**src/rtl/mul_arb_pkg.sv**
```systemverilog
// mul_arb_pkg: shared state encoding and widths for mul_arbiter.
// Imported by mul_arbiter and rr_arbiter.
package mul_arb_pkg;

   typedef enum logic [1:0] {
      IDLE  = 2'd0,
      ISSUE = 2'd1,
      BUSY  = 2'd2,
      RESP  = 2'd3
   } state_e;

   localparam int MUL_OP_W    = 32;
   localparam int MUL_RES_W   = 64;
   localparam int TIMEOUT_DEF = 40;

endpackage

```
**src/rtl/mul_arbiter_rr.sv**
```systemverilog
// rr_arbiter: combinational round-robin pick starting at ptr.
// Produces a one-hot grant, its index and a found flag.
module rr_arbiter
   import mul_arb_pkg::*;
#(
   parameter int N_REQ = 2,
   parameter int ID_W  = 1
) (
   input  logic [N_REQ-1:0] req,
   input  logic [ID_W-1:0]  ptr,
   output logic [N_REQ-1:0] gnt,
   output logic [ID_W-1:0]  gnt_id,
   output logic             found
);

   // First pass covers ptr..N_REQ-1, second pass wraps to 0..ptr-1.
   always_comb begin
      gnt    = '0;
      gnt_id = '0;
      found  = 1'b0;
      for (int i = 0; i < N_REQ; i++) begin
         if (!found && req[i] && (i >= int'(ptr))) begin
            found  = 1'b1;
            gnt[i] = 1'b1;
            gnt_id = ID_W'(i);
         end
      end
      for (int i = 0; i < N_REQ; i++) begin
         if (!found && req[i]) begin
            found  = 1'b1;
            gnt[i] = 1'b1;
            gnt_id = ID_W'(i);
         end
      end
   end

endmodule

```
**src/rtl/mul_arbiter.sv**
```systemverilog
// mul_arbiter: round-robin front end sharing one iterative 32x32 multiplier.
// Define MUL_ARB_TIMEOUT_EN to abort BUSY after TIMEOUT cycles with resp_err.
module mul_arbiter
   import mul_arb_pkg::*;
#(
   parameter int N_REQ   = 2,
   parameter int ID_W    = 1,
   parameter int TIMEOUT = TIMEOUT_DEF
) (
   input  logic                      clk,
   input  logic                      reset,
   input  logic [N_REQ-1:0]          req_valid,
   output logic [N_REQ-1:0]          req_ready,
   input  logic [MUL_OP_W*N_REQ-1:0] req_a,
   input  logic [MUL_OP_W*N_REQ-1:0] req_b,
   output logic                      resp_valid,
   input  logic                      resp_ready,
   output logic [ID_W-1:0]           resp_id,
   output logic [MUL_RES_W-1:0]      resp_r,
   output logic                      resp_err,
   output logic                      mul_valid_in,
   output logic [MUL_OP_W-1:0]       mul_a,
   output logic [MUL_OP_W-1:0]       mul_b,
   input  logic                      mul_valid_out,
   input  logic [MUL_RES_W-1:0]      mul_r
);

   state_e               state_q, state_d;
   logic [ID_W-1:0]      rr_ptr_q, rr_ptr_d;
   logic [ID_W-1:0]      id_q, id_d;
   logic [MUL_OP_W-1:0]  a_q, a_d;
   logic [MUL_OP_W-1:0]  b_q, b_d;
   logic                 busy1_q, busy1_d;
   logic                 resp_valid_q, resp_valid_d;
   logic [ID_W-1:0]      resp_id_q, resp_id_d;
   logic [MUL_RES_W-1:0] resp_r_q, resp_r_d;
   logic                 resp_err_q, resp_err_d;
   logic [N_REQ-1:0]     gnt;
   logic [ID_W-1:0]      gnt_id;
   logic                 found;
   logic                 mul_done;
   logic                 to_hit;

   rr_arbiter #(
      .N_REQ (N_REQ),
      .ID_W  (ID_W)
   ) u_rr (
      .req    (req_valid),
      .ptr    (rr_ptr_q),
      .gnt    (gnt),
      .gnt_id (gnt_id),
      .found  (found)
   );

   // The first BUSY cycle may still see the previous op's valid_out.
   assign mul_done = (state_q == BUSY) && !busy1_q && mul_valid_out;

`ifdef MUL_ARB_TIMEOUT_EN
   localparam int CNT_W = $clog2(TIMEOUT + 1);

   logic [CNT_W-1:0] cnt_q, cnt_d;

   always_comb begin
      cnt_d = '0;
      if (state_q == BUSY) cnt_d = cnt_q + CNT_W'(1);
   end

   always_ff @(posedge clk) begin
      if (reset) cnt_q <= '0;
      else       cnt_q <= cnt_d;
   end

   assign to_hit = (state_q == BUSY) && !mul_done &&
                   (cnt_q == CNT_W'(TIMEOUT - 1));
`else
   logic unused_timeout;
   assign unused_timeout = ^TIMEOUT;
   assign to_hit = 1'b0;
`endif

   always_ff @(posedge clk) begin
      if (reset) state_q <= IDLE;
      else       state_q <= state_d;
   end

   always_comb begin
      state_d = state_q;
      unique case (state_q)
         IDLE:    if (found) state_d = ISSUE;
         ISSUE:   state_d = BUSY;
         BUSY:    if (mul_done || to_hit) state_d = RESP;
         RESP:    if (resp_ready) state_d = IDLE;
         default: state_d = IDLE;
      endcase
   end

   always_comb begin
      rr_ptr_d     = rr_ptr_q;
      id_d         = id_q;
      a_d          = a_q;
      b_d          = b_q;
      busy1_d      = (state_q == ISSUE);
      resp_valid_d = resp_valid_q;
      resp_id_d    = resp_id_q;
      resp_r_d     = resp_r_q;
      resp_err_d   = resp_err_q;
      if (state_q == IDLE && found) begin
         id_d     = gnt_id;
         rr_ptr_d = (int'(gnt_id) == N_REQ - 1) ? '0 : gnt_id + ID_W'(1);
         for (int i = 0; i < N_REQ; i++) begin
            if (gnt[i]) begin
               a_d = req_a[i*MUL_OP_W +: MUL_OP_W];
               b_d = req_b[i*MUL_OP_W +: MUL_OP_W];
            end
         end
      end
      if (mul_done) begin
         resp_valid_d = 1'b1;
         resp_id_d    = id_q;
         resp_r_d     = mul_r;
         resp_err_d   = 1'b0;
      end else if (to_hit) begin
         resp_valid_d = 1'b1;
         resp_id_d    = id_q;
         resp_r_d     = '0;
         resp_err_d   = 1'b1;
      end
      if (state_q == RESP && resp_ready) begin
         resp_valid_d = 1'b0;
         resp_err_d   = 1'b0;
      end
   end

   always_ff @(posedge clk) begin
      if (reset) begin
         rr_ptr_q     <= '0;
         id_q         <= '0;
         a_q          <= '0;
         b_q          <= '0;
         busy1_q      <= 1'b0;
         resp_valid_q <= 1'b0;
         resp_id_q    <= '0;
         resp_r_q     <= '0;
         resp_err_q   <= 1'b0;
      end else begin
         rr_ptr_q     <= rr_ptr_d;
         id_q         <= id_d;
         a_q          <= a_d;
         b_q          <= b_d;
         busy1_q      <= busy1_d;
         resp_valid_q <= resp_valid_d;
         resp_id_q    <= resp_id_d;
         resp_r_q     <= resp_r_d;
         resp_err_q   <= resp_err_d;
      end
   end

   // Grants are suppressed while reset is held so nothing handshakes.
   always_comb begin
      req_ready = '0;
      if (state_q == IDLE && !reset) req_ready = gnt;
      mul_valid_in = (state_q == ISSUE);
      mul_a        = a_q;
      mul_b        = b_q;
      resp_valid   = resp_valid_q;
      resp_id      = resp_id_q;
      resp_r       = resp_r_q;
      resp_err     = resp_err_q;
   end

endmodule
```
**config.mk**
```make
export PLATFORM = sky130hd
export DESIGN_NAME = mul_arbiter
export DESIGN_NICKNAME = d
export VERILOG_FILES = /design/src/rtl/mul_arb_pkg.sv /design/src/rtl/mul_arbiter_rr.sv /design/src/rtl/mul_arbiter.sv
export SDC_FILE = /design/constraint.sdc
export NUM_CORES = 1
export LEC_CHECK = 0
export BUFFER_PORTS_ARGS = -buffer_cell sky130_fd_sc_hd__buf_4
export CORE_AREA = 2 2 128 130
export CTS_BUF_LIST = sky130_fd_sc_hd__clkbuf_16
export CTS_CLUSTER_DIAMETER = 40
export DETAILED_ROUTE_END_ITERATION = 7
export DIE_AREA = 0 0 130 132
export MAX_ROUTING_LAYER = met4
export PLACE_DENSITY = 0.68
export SETUP_SLACK_MARGIN = 0.3
export SLEW_MARGIN = 40
export SYNTH_ARGS = -nofsm -noshare
export SYNTH_HDL_FRONTEND = slang
export SYNTH_SLANG_ARGS = --single-unit
```
**constraint.sdc**
```tcl
create_clock -name clk -period 4 [get_ports clk]
set_clock_uncertainty 0.2 [all_clocks]
set_input_delay 0.4 -clock clk [delete_from_list [all_inputs] [get_ports clk]]
set_output_delay 0.4 -clock clk [all_outputs]
set_load 0.01 [all_outputs]
```
==> metrics.txt <==
Worst Path Max Fanout=84; Sink Count=about 140; router iterations before antenna repair=4; sequential area share after synthesis=a little under half; global-route usage over all layers=between 20% and 30%; crit path time final=around 2.4 ns; post-route insts no fill=1207; number of synthesized flops with an enable pin=0; vias per cell=4.94; dominant cells by area after synthesis=dfxtp_1 47%, a311oi_1 10%, nand3b_1 8.8%; synthesis-stage register bit count=roughly 140; WL/cell=about 16 µm; Cell variety after synth=28; Post-CTS Resized=0; Yosys Warn Count=0; Post-Place Cells=between 1000 and 1500; syn_nets=894; IO Count=around 330; Iter 0 DRT Violations=approximately 310; Std-Cell Rows=46; DR vias=5957; postcts setup bufs=0; global-route wire length before repair=28800 µm; final instance area=between 8000 and 9000 µm²; Cells after Synth=691; Crit. End Element=flip-flop; Worst-path clk slew=0.06 ns; Main synth FF type=dfxtp_1; P per Cell Area=around 560 nW/µm²; mapped cell area=about 5700 µm²; # DRC=0; f_max=about 0.43 GHz; grt ovf=0; Routability Congestion=about 0.8; post-synth top area cell=dfxtp_1; DRT antenna net count=0; final hold violation count=0; peak supply drop=~0.3 mV; WP data arrival=~2.5 ns; share of cells above drive strength 1=a little under two fifths; M1 WL=around 7500 µm; Inserted Diodes=0; Mean Syn Cell Area=~8.3 µm²; worst min path class=input port to flip-flop; unrepaired setup endpoints after global routing=false; leakage power=about 3.7 nW; largest net degree at the start of global routing=85; final net count=1181; CTS tree=built; final WL=about 19000 µm; relative slew slack=a little over half; most frequent cells after synthesis=135 x dfxtp_1, 130 x nand2_1, 68 x a21oi_1; CP Launch Type=flip-flop; Setup CP Type=flip-flop to flip-flop; # H-tree levels=4; Final Max Slew Viols=0; die height=approximately 130 µm; initial antenna violation count=0; Skew-Pair Late Insertion Delay=~0.41 ns; post-synthesis async set-or-reset flop share=0%; post-DP HPWL=13700 µm; top cell type's share of synthesized area=47.3%; final period utilization=between 50% and 60%; die width=130 µm; Port Buffers=330; core area=15700 µm²; placed instance area=roughly 8200 µm²; Max Cap Violations=0; vias in the first global route=about 5500; CTS Buffer Depth=2; top sig layer=met4; area delta synth->final=53.4%; die area=17200 µm²; status=finished clean; Clk Tree Root Cell=clkbuf_16; Total Neg Setup Slack=0 ns; endpoints failing setup=0; CTS buffer count=17; number of fill cells=1550; routed wl met2=~9300 µm; metal3 WL=approximately 1800 µm; worst endpoint required time=between 4 and 5 ns; Worst Tran Pin Value=slightly above 0.7 ns; initial core utilization=a little over a third; cell with the most instances after synthesis=dfxtp_1; Hold Buf Count CTS=1
[cell type report]
cell class / instances / area (µm²) / share of cell area [%]
Clock buffer: 17 / 425 / 4.85
Clock inverter: 15 / 115 / 1.31
Inverter: 3 / 11.3 / 0.128
Multi-Input combinational cell: 480 / 2660 / 30.3
Sequential cell: 135 / 2700 / 30.8
Tap cell: 216 / 270 / 3.08
Timing Repair Buffer: 341 / 2590 / 29.5
[sequential cells by signal, summed over array words and instances, names as in the netlist]
name,flops
resp_id,1
id_q,1
state_q,2
busy1_q,1
mul_b,32
rr_ptr_q,1
resp_valid,1
resp_r,64
mul_a,32
[routing by layer]
| layer | up-vias | global-route usage [%] |
|---|---|---|
| met5 | - | - |
| met4 | 0 | 8.66 |
| met2 | 254 | 35.1 |
| li1 | 3007 | - |
| met1 | 2662 | 25.2 |
| met3 | 34 | 7.63 |
[final timing paths]
| check | slack, ns | end | from | cells after the start |
|---|---|---|---|---|
| max reg2reg | 1.65 | mul_a[6]$_SDFFE_PP0P_ | state_q[0]$_SDFFE_PP0P_ | 6 |
| min | 0.03 | resp_r[54]$_SDFFE_PP0P_ | mul_r[54] | 3 |
| min reg2reg | 0.25 | resp_id$_SDFFE_PP0P_ | resp_id$_SDFFE_PP0P_ | 2 |
| max | 1.65 | mul_a[6]$_SDFFE_PP0P_ | state_q[0]$_SDFFE_PP0P_ | 6 |
[critical path: stages, from the launching register on]
cell and delay [ns]:
dfxtp_1 0.32, inv_1 0.12, ha_1 0.36, o21a_4 0.51
buf_12 0.37, nor2_1 0.07, a311oi_1 0.27
[cells by family after synthesis]
kind of cell               synth area share (%)
muxes                                     0.175
buffers and inverters                      6.41
AOI/OAI and AO/OA                          22.2
and+or+nand+nor                            22.8
other                                    0.0656
DFF                                        47.3
adders and majority gates                  1.09
[layout by cell type, fill, tap and decap left out, types with 17 or more instances in the layout]
master and instances:
nor2_1 66, nand2_1 130, a21oi_1 68, dfxtp_1 135
nand3b_1 67, o21ai_0 24, clkbuf_16 17, a311oi_1 65
o21ai_1 40, buf_4 338
[power breakdown]
part	internal, W	total [W]	switching, W
Sequential	0.00164	0.00180	0.000161
Clock	0.000842	0.00143	0.000588
Combinational	0.000794	0.00169	0.000892
[metrics by stage]
step	worst slack [ns]	util (%)	power, W	hold WS [ns]
floorplan	2.04	-	0.00278	0.232
CTS	1.62	55.8	0.00497	0.00821
global placement	1.67	52.2	0.00351	0.243
finish	1.65	55.8	0.00491	0.0272
detailed placement	1.60	52.3	0.00353	0.249
global route	1.44	55.8	0.00520	0.0181
Note: power is estimated with default switching activity, not from simulation.
